<file path="src/rtl/arc_mem_pkg.sv">
// Shared definitions for the ARC memory access unit: bus widths, word size,
// the transaction FSM state encoding and the reset values of every output.
package arc_mem_pkg;

    // Default bus widths; the top exposes them as overridable parameters.
    localparam int DEF_ADDR_W = 32;
    localparam int DEF_DATA_W = 32;

    // Bytes per memory word and the number of low address bits that must be
    // zero for a word-aligned access.
    localparam int WORD_BYTES = 4;
    localparam int ALIGN_BITS = $clog2(WORD_BYTES);

    // Transaction sequencer states.
    typedef enum logic [1:0] {
        IDLE    = 2'd0,
        ISSUE   = 2'd1,
        CAPTURE = 2'd2,
        RESP    = 2'd3
    } state_e;

    // Values every register returns to on reset.
    localparam state_e RST_STATE  = IDLE;
    localparam logic   RST_STROBE = 1'b0;
    localparam logic   RST_ERR    = 1'b0;

    // A request address is misaligned when any byte-offset bit is set.
    function automatic logic is_misaligned(input logic [ALIGN_BITS-1:0] addr_lsb);
        return |addr_lsb;
    endfunction

endpackage

</file>
<file path="src/rtl/mem_align_chk.sv">
// Combinational word-alignment check on the byte-offset bits of a request
// address. Only present in builds with the alignment check enabled.
module mem_align_chk
    import arc_mem_pkg::*;
(
    input  logic [ALIGN_BITS-1:0] i_addr_lsb,
    output logic                  o_misaligned
);

    // Flag any access whose byte offset within the word is non-zero.
    always_comb begin
        o_misaligned = is_misaligned(i_addr_lsb);
    end

endmodule

</file>
<file path="src/rtl/mem_access_unit.sv">
// Bus initiator between the ARC control unit and main memory.
//
// One load/store/fetch is in flight at a time. The sequencer walks
// IDLE -> ISSUE -> (CAPTURE ->) RESP -> IDLE; all memory strobes, the
// address/data bus and the response payload are registered so the memory
// port never sees a combinational glitch.
//
// Handshake rule for both channels: a transfer happens on a rising edge
// where valid and ready are both high. The request channel is only ready in
// IDLE, so a request arriving while busy waits. The response is held stable
// in RESP until rsp_ready is sampled high.
//
// Build option: define ALIGN_CHECK_EN to reject accesses with a non-zero
// byte offset (no strobe, error response one cycle after accept). Without
// it rsp_err is always 0 and every address is issued unchanged.
module mem_access_unit
    import arc_mem_pkg::*;
#(
    parameter int ADDR_W = DEF_ADDR_W,
    parameter int DATA_W = DEF_DATA_W
) (
    input  logic              clk,
    input  logic              rst,
    // request channel
    input  logic              req_valid,
    output logic              req_ready,
    input  logic              req_we,
    input  logic [ADDR_W-1:0] req_addr,
    input  logic [DATA_W-1:0] req_wdata,
    // response channel
    output logic              rsp_valid,
    input  logic              rsp_ready,
    output logic [DATA_W-1:0] rsp_rdata,
    output logic              rsp_err,
    // main memory port
    output logic [ADDR_W-1:0] mem_address,
    output logic [DATA_W-1:0] mem_data_in,
    output logic              mem_rd,
    output logic              mem_wr,
    input  logic [DATA_W-1:0] mem_data_out,
    // sequencer state for observation
    output logic [1:0]        dbg_state
);

    // Registered state
    state_e              r_state;
    logic                r_we;
    logic [ADDR_W-1:0]   r_mem_address;
    logic [DATA_W-1:0]   r_mem_data_in;
    logic                r_mem_rd;
    logic                r_mem_wr;
    logic [DATA_W-1:0]   r_rsp_rdata;
    logic                r_rsp_err;

    // Next-state values
    state_e              w_state_nxt;
    logic                w_we_nxt;
    logic [ADDR_W-1:0]   w_mem_address_nxt;
    logic [DATA_W-1:0]   w_mem_data_in_nxt;
    logic                w_mem_rd_nxt;
    logic                w_mem_wr_nxt;
    logic [DATA_W-1:0]   w_rsp_rdata_nxt;
    logic                w_rsp_err_nxt;

    logic                w_misaligned;
    logic                w_accept;

`ifdef ALIGN_CHECK_EN
    mem_align_chk u_align_chk (
        .i_addr_lsb   (req_addr[ALIGN_BITS-1:0]),
        .o_misaligned (w_misaligned)
    );
`else
    assign w_misaligned = 1'b0;
`endif

    assign w_accept = req_valid && (r_state == IDLE);

    // Next-state and next-output decode; every register holds unless told otherwise,
    // except the strobes, which default low so they never last beyond one cycle.
    always_comb begin
        w_state_nxt       = r_state;
        w_we_nxt          = r_we;
        w_mem_address_nxt = r_mem_address;
        w_mem_data_in_nxt = r_mem_data_in;
        w_mem_rd_nxt      = 1'b0;
        w_mem_wr_nxt      = 1'b0;
        w_rsp_rdata_nxt   = r_rsp_rdata;
        w_rsp_err_nxt     = r_rsp_err;

        unique case (r_state)
            IDLE: begin
                if (w_accept) begin
                    w_rsp_rdata_nxt = '0;
                    if (w_misaligned) begin
                        // Rejected access: no bus activity, error response next cycle.
                        w_rsp_err_nxt = 1'b1;
                        w_state_nxt   = RESP;
                    end else begin
                        // Launch the bus cycle so strobes and bus are valid in ISSUE.
                        w_rsp_err_nxt     = 1'b0;
                        w_we_nxt          = req_we;
                        w_mem_address_nxt = req_addr;
                        w_mem_data_in_nxt = req_wdata;
                        w_mem_rd_nxt      = ~req_we;
                        w_mem_wr_nxt      = req_we;
                        w_state_nxt       = ISSUE;
                    end
                end
            end
            ISSUE: begin
                // Memory registers read data on this edge; stores complete here.
                if (r_we) begin
                    w_rsp_rdata_nxt = '0;
                    w_state_nxt     = RESP;
                end else begin
                    w_state_nxt     = CAPTURE;
                end
            end
            CAPTURE: begin
                w_rsp_rdata_nxt = mem_data_out;
                w_state_nxt     = RESP;
            end
            RESP: begin
                if (rsp_ready) begin
                    w_state_nxt = IDLE;
                end
            end
            default: begin
                w_state_nxt = IDLE;
            end
        endcase
    end

    // State and output registers with synchronous reset.
    always_ff @(posedge clk) begin
        if (rst) begin
            r_state       <= RST_STATE;
            r_we          <= 1'b0;
            r_mem_address <= '0;
            r_mem_data_in <= '0;
            r_mem_rd      <= RST_STROBE;
            r_mem_wr      <= RST_STROBE;
            r_rsp_rdata   <= '0;
            r_rsp_err     <= RST_ERR;
        end else begin
            r_state       <= w_state_nxt;
            r_we          <= w_we_nxt;
            r_mem_address <= w_mem_address_nxt;
            r_mem_data_in <= w_mem_data_in_nxt;
            r_mem_rd      <= w_mem_rd_nxt;
            r_mem_wr      <= w_mem_wr_nxt;
            r_rsp_rdata   <= w_rsp_rdata_nxt;
            r_rsp_err     <= w_rsp_err_nxt;
        end
    end

    assign req_ready   = (r_state == IDLE);
    assign rsp_valid   = (r_state == RESP);
    assign rsp_rdata   = r_rsp_rdata;
    assign rsp_err     = r_rsp_err;
    assign mem_address = r_mem_address;
    assign mem_data_in = r_mem_data_in;
    assign mem_rd      = r_mem_rd;
    assign mem_wr      = r_mem_wr;
    assign dbg_state   = r_state;

endmodule

</file>
<file path="config.mk">
export PLATFORM = sky130hd
export DESIGN_NAME = mem_access_unit
export DESIGN_NICKNAME = d
export VERILOG_FILES = /design/src/rtl/arc_mem_pkg.sv /design/src/rtl/mem_align_chk.sv /design/src/rtl/mem_access_unit.sv
export SDC_FILE = /design/constraint.sdc
export NUM_CORES = 1
export LEC_CHECK = 0
export BUFFER_PORTS_ARGS = -buffer_cell sky130_fd_sc_hd__buf_2
export CORE_MARGIN = 2
export CORE_UTILIZATION = 43
export DETAILED_ROUTE_END_ITERATION = 10
export HOLD_SLACK_MARGIN = 0.12
export PLACE_DENSITY = 0.77
export SLEW_MARGIN = 15
export SYNTH_ARGS = -nofsm -noshare
export SYNTH_HDL_FRONTEND = slang
export SYNTH_HIERARCHICAL = 1
export SYNTH_SLANG_ARGS = --single-unit
</file>
<file path="constraint.sdc">
create_clock -name clk -period 1.6 [get_ports clk]
set_input_delay 0 -clock clk [delete_from_list [all_inputs] [get_ports clk]]
set_output_delay 0 -clock clk [all_outputs]
set_load 0.02 [all_outputs]
</file>
# Yosys cells after proc, flatten, opt, wreduce, memory -nomap -nowiden
# Cells that the tools add are included.
[word_totals]
register_bits = 101
in_bits = 101
out_inout_bits = 103
word_cells = 30
[op_classes]
n_eq_ne = 6
mux = 7
bitwise = 3
n_reduce_logical = 7
[op_table]
columns = ["cell", "count"]
rows = [
  ["32-bit case mux with 3 select lines", 1],
  ["32-bit 2-to-1 mux", 2],
  ["2-bit case mux with 4 select lines", 1],
  ["2-bit == test, second input constant", 2],
  ["2-bit 2-to-1 mux", 2],
  ["2-bit by 1-bit inequality test with 1-bit output, second input constant", 2],
  ["2-bit AND reduction", 2],
  ["1-bit NOT", 3],
  ["3-bit AND reduction", 1],
  ["3-bit nonzero test", 1],
  ["3-bit OR reduction", 1],
  ["2-bit by 1-bit == test with 1-bit output, second input constant", 1],
  ["2-bit logical NOT", 1],
  ["2-bit inequality test, second input constant", 1],
  ["1-bit logical AND", 1],
  ["1-bit 2-to-1 mux", 1],
]

# Depth between registers and ports, before layout
# Gate-level depths: netlist (run 1).
[logic_depth]
depth_word = 4
ltp_mapped = 7
ltp_nobuf = 5

# Least setup slack after synthesis (run 1)
# Ideal clock, no wire load.
[synth_timing]
path_type = "register to register"
startpoint = "register r_state[1], in the netlist dbg_state[1]"
endpoint = "register r_rsp_rdata[10], in the netlist rsp_rdata[10]"
setup_time_ns = 0.132
t_arrival_ns = 1.520
required_time_ns = 1.468
path_slack_ns = -0.052
path_stages_with_launch = 8
n_path_buf = 2
period_less_slack_ns = 1.652
path_cell_list = "dfxtp_1 -> inv_1 -> ha_1 -> nor2b_1 -> clkbuf_2 -> buf_6 -> o31ai_1 -> a21oi_1"
[synth_between]
elab_chain_len = 4
elab_cells_between_ends = 9
cone_classes = "eq/ne (4); mux (1); reduce/logical (4)"
[synth_lines]
columns = ["element", "line_no", "source"]
rows = [
  ["start: declaration", "mem_access_unit.sv:46", "state_e r_state;"],
  ["start signal: assignment", "mem_access_unit.sv:147", "r_state <= w_state_nxt;"],
  ["2-bit logical NOT", "mem_access_unit.sv:77, mem_access_unit.sv:91", ""],
  ["1-bit logical AND", "mem_access_unit.sv:77", "assign w_accept = req_valid && (r_state == IDLE);"],
  ["2-bit by 1-bit inequality test with 1-bit output (no source line)", "--", ""],
  ["3-bit AND reduction (no source line)", "--", ""],
  ["end signal: assignment", "mem_access_unit.sv:153", "r_rsp_rdata <= w_rsp_rdata_nxt;"],
  ["end: declaration", "mem_access_unit.sv:52", "logic [DATA_W-1:0] r_rsp_rdata;"],
]
# Several ways; a longest one is shown, not always the timed one.
# A chain may end at the register's enable or synchronous reset.

# Final worst setup path (run 1)
[layout_timing]
startpoint = "register r_state[0], in the netlist dbg_state[0]"
endpoint = "register r_rsp_rdata[11], in the netlist rsp_rdata[11]"
# The elaborated chain is that of the path after synthesis.

==> results of run 1 <==
[flip-flops by register name (all words and copies together) (netlist names)]
register     flops
r_we             1
mem_rd           1
mem_wr           1
dbg_state        2
mem_data_in     32
mem_address     32
rsp_rdata       32
[final cells by class]
class	instances	area, sq um	area share [%]
Clock buffer	9	124	1.98
Timing Repair Buffer	314	2220	35.4
Multi-Input combinational cell	314	1670	26.6
Clock inverter	7	92.6	1.48
Inverter	2	7.51	0.120
Tap cell	108	135	2.16
Sequential cell	101	2020	32.3
[worst max-delay path: stages (launching register included)]
cell     delay (ns)
dfxtp_2        0.38
inv_1          0.09
ha_1           0.27
nor3_4         0.23
buf_12         0.23
o31ai_2        0.09
a21oi_1        0.20
[synthesized netlist by cell type, drive strengths merged]
cell type and n:
dfxtp 101, conb 1, nor3 2, ha 5, nand2 131, inv 2
nor2b 2, o31ai 32, nand2b 3, and2 1, a311oi 1, clkbuf 18
a21oi 98, a21o 1, buf 29, or2 1, a31oi 1, nand4 32
nand3 1, nor3b 1, a211oi 1
[layer usage]
metal	wire, microns	part of all wire [%]	vias to the layer above	GRT usage [%]
met5	0	0	-	0
li1	-	-	2148	-
met4	421	3.1	0	10.7
met3	1270	9.3	40	7.38
met1	5140	38	2114	29.9
met2	6790	50	266	46.3
[cell families after synthesis]
kind of cell             after synthesis  synth area share (%)
AND/OR/NAND/NOR                      174                  19.8
other                                  1                0.0964
AO/OA/AOI/OAI                        134                  19.6
buffers and inverters                 49                  6.95
flip-flops                           101                  52.0
adder cells (fa/ha/maj)                5                  1.61
[metrics by stage]
step | std cells | area, sq um | utilization (%) | setup TNS [ns]
after floorplan | 464 | 3890 | - | 0
after global placement | 739 | 4970 | 56.8 | 0
after detailed placement | 739 | 4970 | 56.8 | 0
after CTS | 854 | 6180 | 70.5 | 0
after global routing | 855 | 6270 | 71.5 | -0.124
final | 855 | 6270 | 71.5 | 0
[power by group through the flow]
stage | Combinational (uW) | Clock [uW] | Sequential (uW)
floorplan | 1990 | 0 | 3780
global placement | 3560 | 0 | 3230
detailed placement | 3640 | 0 | 3250
CTS | 3820 | 1770 | 3210
global route | 4410 | 1870 | 3280
finish | 4100 | 1730 | 3230
[path summary, 6_finish.rpt]
path,from,endpoint
setup / recovery,dbg_state[0]$_SDFFE_PP0P_,rsp_rdata[11]$_SDFFE_PP0P_
hold / removal,rst,mem_address[17]$_SDFFE_PP0P_
setup reg to reg,dbg_state[0]$_SDFFE_PP0P_,rsp_rdata[11]$_SDFFE_PP0P_
hold reg to reg,mem_data_in[14]$_SDFFE_PP0P_,mem_data_in[14]$_SDFFE_PP0P_
[timing repair]
action | 4_1_cts | 5_1_grt
hold buffers | 99 | 0
resized for setup | 0 | 14
hold endpoints to repair | 101 | 0
setup endpoints to repair | 0 | 32
==> metrics.txt, run 1 <==
post-DP HPWL=7290 microns; Reg power frac=between 30% and 40%; largest net degree at the start of global routing=102; Synth Instances=464; clk_lat worst skew=0.37 ns; CP Data Arrival Time=1.86 ns; CTS Sinks=101; count of final setup violators=0; via-per-instance ratio=about 5.3; Pint=5190 uW; CTS Buffer Depth=2; Hold Path Depth=3; most frequent cells in the layout=202 x buf_2, 130 x nand2_1, 99 x dlygate4sd3_1, 99 x dfxtp_1, 98 x a21oi_1; port bufs=202; die height=99.1 microns; H-tree lvl count=3; Startpoint Class=register; VDD IR max=840 uV; core area=8760 sq um; ANT cells=0; most common cell after layout, fill and taps aside=buf_2; syn_nets=between 500 and 600; CTS clk-pin slew, worst paths=0.10 ns; # IOs=a little over 200; via count=4568; Antenna Nets Post-Route=0; pwr dens=1440 nW/um^2; Filler Cells Inserted=600; Max Cap Violations=0; worst slack, placed=0.0681 ns; Overall Power=9060 uW; Lkg Pwr=~0.0028 uW; min Tclk post-route=1.58 ns; total grt overflow=0; flops & latches, synth=101; register area share after synthesis=52.0%; clock root buffer master=clkbuf_8; Gate power share=45.2%; Post-Syn Area per Cell=about 8.4 sq um; synth top area cells=dfxtp_1 52%, nand2_1 13%, a21oi_1 13%; Clock power frac=a little under a fifth; final hold viol count=0; post-synth design cell area=3890 sq um; Final Slew Violations=0; Final GP Congestion=0.767; fraction of layout cells with a size suffix above 1=33.3%; first-pass GRT wire length=21000 microns; NetSw=about 3900 uW; sw frac=42.7%; post-synth top area share=52.0%; Synth-to-Final Area Change=61.2%; Syn. warnings=6; Setup WS post-layout=0.0182 ns; reg-to-reg slack, setup=between 0.015 and 0.02 ns; DRC Markers=0; drt pass-1 iters=4; reg2reg path depth=6; CTS Buf Count=9; fin crit share=98.9%; initial DRC count=~190; CTS tree=built; Total Wirelength=13600 microns; worst-path maximum fanout=32; Post-CTS Repair Setup Buffers=0; GRT Resource Usage Total=26.2%; wire per inst=15.9 microns; Nets=~850; clk_skew=0.00933 ns; Worst setup EP type=register; Critical Setup Path Class=reg -> reg; Die W=99.1 microns; RSZ-0062 raised after global routing=true; initial antenna violation count=0; FMAX=approximately 630 MHz; HP Class=in -> reg; Cell Rows=34; area leader, netlist=dfxtp_1; Netlist cell types=25; status=complete, no violations; number of global-route vias before repair=approximately 4500; full die area=9820 sq um; hold_ws=0.155 ns; Initial Utilization=approximately 44%; Req. time, crit path=1.88 ns
(Power assumes the default switching activity.)
==> run 2, diff against run 1 <==
--- a/config.mk
+++ b/config.mk
@@ -6,6 +6,7 @@
 export NUM_CORES = 1
 export LEC_CHECK = 0
 export BUFFER_PORTS_ARGS = -buffer_cell sky130_fd_sc_hd__buf_2
+export CORE_ASPECT_RATIO = 0.8
 export CORE_MARGIN = 2
 export CORE_UTILIZATION = 43
 export DETAILED_ROUTE_END_ITERATION = 10
==> metrics.txt, run 2 (same netlist as run 1, synthesis figures left out) <==
Total Wirelength=14300 microns; setup tns final=0 ns; full die area=between 9000 and 10000 sq um; fraction of layout cells with a size suffix above 1=about a third; worst slack, placed=-0.501 ns; Worst Tran Pin Value=0.518 ns; Nets=slightly below 900; H-tree lvl count=3; die height=89.1 microns; post-layout utilization of the core=73.9%; via count=4686; Initial Utilization=a little over two fifths; final hold viol count=0; clk_skew=0.0118 ns; worst-path maximum fanout=3; CTS Sinks=101; Die W=110 microns; Final GP Congestion=0.775; most frequent cells in the layout=202 x buf_2, 130 x nand2_1, 100 x dlygate4sd3_1, 99 x dfxtp_1, 91 x a21oi_1; initial DRC count=300; clock root buffer master=clkbuf_16; Max Cap Violations=0; pwr dens=roughly 1500 nW/um^2; HP Class=in -> reg; Synth-to-Final Area Change=69.5%; drt pass-1 iters=5; RSZ-0062 raised after global routing=true; count of final setup violators=0; CTS Buffer Depth=2; Lkg Pwr=about 0.003 uW; Final Slew Violations=0; Cell Rows=31; min Tclk post-route=1.55 ns; CP Data Arrival Time=about 1.8 ns; total grt overflow=0; max_slew headroom=65.5%; CTS tree=built; Max stage delay cell, worst path=dfxtp_2; Setup WS post-layout=around 0.045 ns; # IOs=204; Antenna Nets Post-Route=0; CTS clk-pin slew, worst paths=0.07 ns; DRC Markers=0; crit-path cells=inv_1 -> buf_4 -> ha_2 -> buf_4 -> or2_2 -> a31oi_2 -> a311oi_2; Post-Layout Inst Area=6590 sq um; via-per-instance ratio=5.31; Critical Setup Path Class=reg -> reg; wire per inst=16.2 microns; first-pass GRT wire length=20800 microns; largest net degree at the start of global routing=between 60 and 70; clk_lat worst skew=0.34 ns; number of global-route vias before repair=4474; Max stage delay on crit path=0.32 ns; core area=8920 sq um; VDD IR max=1020 uV; port bufs=202; metal3 WL=between 900 and 1000 microns; Top Layer Used=met4; fin crit share=97.2%; Worst setup EP type=register; most frequent cell on the critical path=buf_4; initial antenna violation count=1; GRT Resource Usage Total=a little over a quarter; Req. time, crit path=1.80 ns; post-DP HPWL=7610 microns; CTS Buf Count=9; FMAX=643 MHz; status=complete, no violations; met2 wire len=7340 microns; most common cell after layout, fill and taps aside=buf_2; Met1 Wirelength=5550 microns; Startpoint Class=register; Area after DPL=4980 sq um
==> run 2: cell types whose count changed in the layout (fill, tap and decap cells not counted), sizes merged <==
cell,delta
dlygate4sd3,+1
inv,-2
clkbuf,+4
nor2b,+2
diode,+1
buf,+14
bufinv,-1
nor3,+1
clkinv,+1
==> run 2: path summary, 6_finish.rpt <==
| path | start | to | slack (ns) | depth (start not counted) |
|---|---|---|---|---|
| max | dbg_state[1]$_SDFFE_PP0P_ | dbg_state[0]$_SDFFE_PP0P_ | 0.05 | 7 |
| min | req_valid | dbg_state[0]$_SDFFE_PP0P_ | 0.22 | 3 |
| max reg2reg | dbg_state[1]$_SDFFE_PP0P_ | dbg_state[0]$_SDFFE_PP0P_ | 0.05 | 7 |
| min reg2reg | mem_address[25]$_SDFFE_PP0P_ | mem_address[25]$_SDFFE_PP0P_ | 0.45 | 2 |
==> run 2: area by class of cell <==
class | instances | area (sq um)
diodes | 1 | 2.50
multi-input cells | 317 | 1720
well taps | 115 | 144
fillers | 625 | 2330
repair buffers | 331 | 2420
inverters | 2 | 7.51
clock buffers | 11 | 243
clock inverters | 5 | 33.8
flip-flops and latches | 101 | 2020
==> run 2: per-layer routing <==
metal / global-route usage [%] / vias to the layer above
met1: 30.3 / 2224
met2: 47.5 / 220
li1: - / 2198
met3: 8.60 / 44
met4: 12.7 / 0
met5: 0 / -
==> run 2: report_power, final <==
| part | internal [uW] | total, uW | leakage [uW] | switching, uW |
|---|---|---|---|---|
| registers | 2970 | 3220 | 0.000825 | 247 |
| logic | 1890 | 4770 | 0.00207 | 2870 |
| clock network | 1100 | 2020 | 0.000132 | 924 |
| total | 5960 | 10000 | 0.00302 | 4040 |
==> run 2: repair_timing <==
item	4_1_cts	5_1_grt
setup buffers	4	3
setup endpoints to repair	33	98
cloned	3	4
endpoints found under the hold margin	100	0
gates resized for setup	11	19
hold buffers	100	0
pin swaps	2	0
==> run 2: through the flow <==
stage | hold WS [ns] | power (uW) | std cells
after global placement | 0.192 | 6650 | 752
after CTS | 0.245 | 9390 | 875
final | 0.218 | 10000 | 883
after floorplan | 0.0793 | 5780 | 464
after global routing | 0.233 | 10500 | 883
after detailed placement | 0.200 | 6770 | 752
==> run 2: worst max-delay path, delay by kind of cell (launching register included) <==
kind | cells | cell delay [ns]
adder cells (fa/ha/maj) | 1 | 0.21
AO/OA/AOI/OAI | 2 | 0.27
AND/OR/NAND/NOR | 1 | 0.27
flip-flops | 1 | 0.32
buffers and inverters | 3 | 0.34
==> run 3, diff against run 2 <==
==> constraint.sdc (replaced) <==
create_clock -name clk -period 1.5 [get_ports clk]
set_input_delay 0.3 -clock clk [delete_from_list [all_inputs] [get_ports clk]]
set_output_delay 0.3 -clock clk [all_outputs]
set_load 0.02 [all_outputs]
==> metrics.txt, run 3 (same netlist as run 1, synthesis figures left out) <==
status=finished, violations left; failing checks=setup timing; clk_lat worst skew=0.35 ns; GRT Resource Usage Total=22.2%; Post-Layout Inst Area=5900 sq um; CTS Buffer Depth=2; most common cell after layout, fill and taps aside=buf_2; Req. time, crit path=1.77 ns; max_slew headroom=63.3%; initial antenna violation count=0; clk_skew=approximately 0.0074 ns; port bufs=202; post-DP HPWL=7430 microns; worst-path maximum fanout=10; Area after DPL=between 5000 and 6000 sq um; pwr dens=between 1500 and 2000 nW/um^2; # placed instances=759; Worst Tran Pin Value=0.549 ns; largest net degree at the start of global routing=53; via count=4132; CTS Buf Count=9; fin crit share=103%; Final GP Congestion=~0.8; CTS clk-pin slew, worst paths=~0.070 ns; number of global-route vias before repair=3580; final hold viol count=0; # IOs=204; via-per-instance ratio=5.22; Antenna Nets Post-Route=0; FMAX=649 MHz; Startpoint Class=register; full die area=approximately 9800 sq um; Critical Setup Path Class=reg -> reg; drt pass-1 iters=7; Initial Utilization=43.6%; Synth-to-Final Area Change=51.7%; fraction of layout cells with a size suffix above 1=44.0%; CTS tree=built; Final Slew Violations=0; Setup WS post-layout=-0.0407 ns; Max Cap Violations=0; total grt overflow=0; VDD IR max=1000 uV; ANT cells=0; Hold-fix buffers, CTS=0; Cell Rows=31; RSZ-0062 raised after global routing=true; most frequent cells in the layout=200 x buf_2, 130 x nand2_1, 99 x dfxtp_1, 94 x a21oi_1, 32 x nand4_1; initial DRC count=365; first-pass GRT wire length=around 17000 microns; Worst setup EP type=register; HP Class=in -> reg; Total Wirelength=11900 microns; worst slack, placed=-0.551 ns; final std cells w/o fill=792; Nets=778; H-tree lvl count=3; core area=8920 sq um; wire per inst=15.0 microns; Die W=110 microns; Lkg Pwr=0.00265 uW; min Tclk post-route=1.54 ns; DRC Markers=0; count of final setup violators=21; die height=89.1 microns; CP Data Arrival Time=1.81 ns; clock root buffer master=clkbuf_16; CTS Sinks=101
==> run 3: final cells by class <==
class | instances | area (sq um)
clock buffers | 12 | 256
clock inverters | 4 | 53.8
fillers | 736 | 3020
inverters | 2 | 15.0
multi-input cells | 316 | 1880
flip-flops and latches | 101 | 2030
well taps | 115 | 144
repair buffers | 242 | 1520
==> run 3: layer usage <==
layer	up-vias	share of wire [%]	global-route usage [%]
li1	2014	-	-
met1	1880	41	27.7
met2	215	47	35.2
met3	23	9.8	8.16
met4	0	2.1	8.86
met5	-	0	0
==> run 3: path summary, 6_finish.rpt <==
path                                                    from                      endpoint  slack [ns]  cells after the start
worst max-delay path               dbg_state[1]$_SDFFE_PP0P_     rsp_rdata[6]$_SDFFE_PP0P_       -0.04                      8
worst min-delay path                                  req_we             mem_rd$_SDFF_PP0_        0.15                      2
worst max register to register     dbg_state[1]$_SDFFE_PP0P_     rsp_rdata[6]$_SDFFE_PP0P_       -0.04                      8
worst min register to register  mem_address[22]$_SDFFE_PP0P_  mem_address[22]$_SDFFE_PP0P_        0.45                      2
==> run 3: what timing repair did <==
action,4_1_cts,5_1_grt
endpoints found under the setup margin,35,48
resized for setup,29,37
pin swaps,4,13
setup buffers,0,10
gates cloned,5,2
==> run 3: stage by stage <==
stage	util, %	setup TNS, ns	hold slack, ns	total power (uW)
CTS	62.2	-0.00864	0.131	10400
global placement	56.7	-13.51	0.439	7360
floorplan	-	0	0.379	6170
global route	66.1	-1.49	0.149	11900
detailed placement	56.8	-15.57	0.443	7490
finish	66.1	-0.309	0.151	11400
==> run 3: worst max-delay path, stage by stage (launching register included) <==
cell	delay [ns]
dfxtp_4	0.37
inv_6	0.05
ha_4	0.17
buf_6	0.12
nor3_4	0.22
buf_4	0.16
clkbuf_16	0.15
o31ai_1	0.08
a21oi_1	0.15
==> run 3: power by group <==
group          leakage (uW)  internal (uW)  switching (uW)
Combinational       0.00168           2270            3260
Sequential         0.000825           3180             277
Clock              0.000145           1390            1010
